===== src/rtl/cpu_ctrl_pkg.sv =====
// Shared types for the accumulator CPU control unit.
// States, opcodes, ALU functions and mux select encodings.
package cpu_ctrl_pkg;

  typedef enum logic [2:0] {
    FETCH0,
    FETCH1,
    DECODE,
    MEMRD,
    WB,
    MEMWR
  } state_t;

  typedef enum logic [2:0] {
    OP_LDA = 3'd0,
    OP_STA = 3'd1,
    OP_ADD = 3'd2,
    OP_SUB = 3'd3,
    OP_AND = 3'd4,
    OP_NOT = 3'd5,
    OP_JMP = 3'd6,
    OP_JZ  = 3'd7
  } opcode_t;

  typedef enum logic [2:0] {
    ALU_PASS = 3'd0,
    ALU_ADD  = 3'd1,
    ALU_SUB  = 3'd2,
    ALU_AND  = 3'd3,
    ALU_NOT  = 3'd4
  } alu_op_t;

  localparam logic ADDR_PC = 1'b0;
  localparam logic ADDR_IR = 1'b1;
  localparam logic PC_INC  = 1'b0;
  localparam logic PC_JMP  = 1'b1;

  function automatic alu_op_t wb_alu(opcode_t op);
    alu_op_t r;
    r = ALU_PASS;
    unique case (op)
      OP_ADD:  r = ALU_ADD;
      OP_SUB:  r = ALU_SUB;
      OP_AND:  r = ALU_AND;
      default: r = ALU_PASS;
    endcase
    return r;
  endfunction

endpackage


===== src/rtl/multicycle_controller.sv =====
// Fetch/decode/execute sequencer for the 8-bit accumulator CPU.
// Outputs are gated by rst so an aborted instruction pulses nothing.
module multicycle_controller
  import cpu_ctrl_pkg::*;
(
  input  logic       clk,
  input  logic       rst,
  input  logic [2:0] opcode,
  input  logic       acc_zero,
  input  logic       mem_ready,
  output logic       mem_read,
  output logic       mem_write,
  output logic       addr_src,
  output logic       pc_wen,
  output logic       pc_src,
  output logic       op_wen,
  output logic       hi_wen,
  output logic       lo_wen,
  output logic       mdr_wen,
  output logic       acc_wen,
  output logic [2:0] alu_op,
  output logic       instr_done
);

  state_t  state_q, state_d;
  opcode_t op;

  assign op = opcode_t'(opcode);

  always_ff @(posedge clk or posedge rst) begin
    if (rst) state_q <= FETCH0;
    else     state_q <= state_d;
  end

  always_comb begin
    state_d    = state_q;
    mem_read   = 1'b0;
    mem_write  = 1'b0;
    addr_src   = ADDR_PC;
    pc_wen     = 1'b0;
    pc_src     = PC_INC;
    op_wen     = 1'b0;
    hi_wen     = 1'b0;
    lo_wen     = 1'b0;
    mdr_wen    = 1'b0;
    acc_wen    = 1'b0;
    alu_op     = ALU_PASS;
    instr_done = 1'b0;
    if (!rst) begin
      unique case (state_q)
        FETCH0: begin
          mem_read = 1'b1;
          if (mem_ready) begin
            op_wen  = 1'b1;
            hi_wen  = 1'b1;
            pc_wen  = 1'b1;
            state_d = FETCH1;
          end
        end
        FETCH1: begin
          mem_read = 1'b1;
          if (mem_ready) begin
            lo_wen  = 1'b1;
            pc_wen  = 1'b1;
            state_d = DECODE;
          end
        end
        DECODE: begin
          instr_done = 1'b1;
          state_d    = FETCH0;
          unique case (op)
            OP_JMP: begin
              pc_wen = 1'b1;
              pc_src = PC_JMP;
            end
            OP_JZ: begin
              pc_wen = acc_zero;
              pc_src = acc_zero;
            end
            OP_NOT: begin
              acc_wen = 1'b1;
              alu_op  = ALU_NOT;
            end
            OP_STA: begin
              instr_done = 1'b0;
              state_d    = MEMWR;
            end
            default: begin
              instr_done = 1'b0;
              state_d    = MEMRD;
            end
          endcase
        end
        MEMRD: begin
          mem_read = 1'b1;
          addr_src = ADDR_IR;
          if (mem_ready) begin
            mdr_wen = 1'b1;
            state_d = WB;
          end
        end
        WB: begin
          acc_wen    = 1'b1;
          alu_op     = wb_alu(op);
          instr_done = 1'b1;
          state_d    = FETCH0;
        end
        MEMWR: begin
          mem_write = 1'b1;
          addr_src  = ADDR_IR;
          if (mem_ready) begin
            instr_done = 1'b1;
            state_d    = FETCH0;
          end
        end
        default: state_d = FETCH0;
      endcase
    end
  end

endmodule


===== config.mk =====
export PLATFORM = sky130hd
export DESIGN_NAME = multicycle_controller
export DESIGN_NICKNAME = d
export VERILOG_FILES = /design/src/rtl/cpu_ctrl_pkg.sv /design/src/rtl/multicycle_controller.sv
export SDC_FILE = /design/constraint.sdc
export NUM_CORES = 1
export LEC_CHECK = 0
export ABC_AREA = 1
export BUFFER_PORTS_ARGS = -buffer_cell sky130_fd_sc_hd__buf_2
export CAP_MARGIN = 20
export CELL_PAD_IN_SITES_DETAIL_PLACEMENT = 1
export CELL_PAD_IN_SITES_GLOBAL_PLACEMENT = 1
export CORE_MARGIN = 10
export CORE_UTILIZATION = 28
export CTS_CLUSTER_DIAMETER = 100
export DETAILED_ROUTE_END_ITERATION = 8
export PLACE_DENSITY_LB_ADDON = 0.1
export SKIP_LAST_GASP = 1
export SYNTH_ARGS = -nofsm -noshare
export SYNTH_HDL_FRONTEND = slang
export SYNTH_SLANG_ARGS = --single-unit
export TNS_END_PERCENT = 100

===== constraint.sdc =====
create_clock -name clk -period 1.6 [get_ports clk]
set_input_delay 0.08 -clock clk [delete_from_list [all_inputs] [get_ports clk]]
set_output_delay 0.08 -clock clk [all_outputs]
set_load 0.005 [all_outputs]

==> reports/metrics.cfg <==
[place]
dp_hpwl_um = 1153
place.gp.congestion = 0.7549
portBuffers = 20
placedCellCount = 103

[finish]
top_regs = state_q (3)
largest_reg_flops = 3
top_register = state_q
final_cell_count_no_fill = 108
final_cell_mix = 23 x nand2_1, 20 x buf_2, 6 x nand3_1, 6 x nor2_1
fin_util_pct = 40.84
syn2layout_area_growth_pct = 35.22
nets = 101
antenna_cells = 0
final_common_cell = nand2_1
drive_gt1_share_pct = 35.48
final.fill_count = 207

[power]
power.total_mw = 0.7162
power_density_nw_per_um2 = 1331
ir_drop_uv = 552.6
p_int_mw = 0.3553
netSwitchingFraction_pct = 50.40
switching_power_mw = 0.3610
power_frac_clock_pct = 18.1
power_leakage_nw = 0.2996
p_seq_share_pct = 26.4
comb_power_share_pct = 55.5

[global_routing]
grt_max_degree = 13
grt_pass1_wl_um = 2518
antenna_found_initial = 0
grt_pass1_vias = 574
grt_util_all_layers_pct = 8.916
grt.overflow.total = 0

[route]
dr.pass1.iters = 4
wl_per_cell_um = 12.72
vias = 527
ant_nets = 0
drt_wl_total_um = 1374
drt_iter0_drc = 7
vias_per_cell = 4.880
drc = 0

[sta]
drv_slew = 0
fmax_mhz = 675.8
whs_ns = 0.2787
rsz0062_at_grt = true
slew_headroom_pct = 77.43
fin_worst_skew_ns = 0.003593
setup_viol = 0
hold_violations = 0
worstMarginPinSlew_ns = 0.3385
fin_crit_sh_pct = 92.49
period_needed_ns = 1.480

[worst_setup_path]
path_class = reg2out
crit_required_ns = 1.52
regToRegSetupSlack_ns = 0.43
timing.critical_path.fanout_max = 8
cp-end-kind = primary output
arrival_ns = 1.40
startpoint_type = register

[cts]
ctsLongestPathBuffers = 2
cts_tree = built
cts_buffers = 3
clock_latency_ns = 0.23
cts.reportedPaths.clkPinSlew_ns = 0.04
cts_sinks = 3
htreeDepth = 1
root_buffer = clkbuf_4

[yosys]
syn_inst = 71
syn-cell-area_um2 = 397.9
yosysUniqueCellTypes = 19
ys_seq_elements = 3
synth_fp_nets = 78
syn_avg_cell_area_um2 = 5.604
yosysWarningCount = 0
seq_area_frac_synth_pct = 18.87

[hold_path]
hold_class = in2async

[floorplan]
core-area_um2 = 1318
dieArea_um2 = 3329
die_w_um = 57.70
initial_core_util_pct = 30.20
dieHeight_um = 57.70
rows = 13
ios = 21

[run_status]
status = finished clean

[run]
drv_cap = 0

-- metrics by stage --
stage	TNS [ns]	worst slack [ns]	area [um2]
4_1_cts	0	0.06327	536.8
3_5_place_dp	0	0.3697	500.5
6_report	0	0.1202	538.0
3_3_place_gp	0	0.3899	500.5
2_1_floorplan	0	0.4241	397.9
5_1_grt	-0.01202	-0.01202	538.0
-- synth_stat cells, drive strengths merged --
cell | number | share of area, %
nand2 | 24 | 23
nor2 | 7 | 7.2
nand3 | 6 | 7.5
buf | 3 | 5.0
dfrtp | 3 | 19
nand4 | 1 | 1.6
o21ai | 5 | 6.3
o211ai | 1 | 1.9
clkbuf | 1 | 0.94
a21oi | 6 | 9.4
nor3 | 6 | 10
inv | 8 | 7.5
-- metal layers --
layer	global-route usage (%)	up-vias	wire length, um	part of all wire [%]
met2	14.11	13	648	47
met3	2.397	0	83	6.0
met4	4.027	0	0	0
met5	0	-	0	0
li1	-	273	-	-
met1	10.91	241	643	47
-- final timing paths --
| check | from | to | cells after the start |
|---|---|---|---|
| max | state_q[0] | pc_wen | 4 |
| min | rst | state_q[2] | 3 |
| max reg2reg | state_q[0] | state_q[0] | 6 |
| min reg2reg | state_q[1] | state_q[1] | 2 |
| max in group asynchronous | rst | state_q[2] | 3 |
| min in group clk | opcode[0] | state_q[2] | 5 |
-- power groups by stage --
stage	sequential, mW	combinational (mW)	clock, mW
final	0.189	0.397	0.130
after global routing	0.197	0.469	0.139
after CTS	0.186	0.403	0.137
after detailed placement	0.187	0.399	0
after global placement	0.186	0.398	0
after floorplan	0.124	0.355	0
-- critical path, cell delays in order, from the launching register on --
cell	delay [ns]
dfrtp_1	0.49
nor3_4	0.27
nand2_1	0.11
a21oi_1	0.16
buf_2	0.13
-- kinds of logic after synthesis --
logic type | after synthesis | share of synthesized area, %
AOI/OAI and AO/OA | 12 | 17.61
buffers and inverters | 12 | 13.52
DFF | 3 | 18.87
and+or+nand+nor | 44 | 50.00
-- final cells by class --
class | instances | area [um2] | share of cell area [%]
repair buffers | 22 | 117.6 | 21.86
inverters | 8 | 30.03 | 5.581
multi-input cells | 56 | 269.0 | 50.00
flip-flops and latches | 3 | 76.32 | 14.19
clock buffers | 4 | 26.28 | 4.884
well taps | 15 | 18.77 | 3.488
-- timing repair --
action                                  in CTS  in global routing
hold buffers                                 1                  0
gates resized for setup                      0                  2
endpoints found under the setup margin       0                  2
setup buffers                                0                  0
hold endpoints to repair                     3                  0
Note: power is estimated with default switching activity, not from simulation.
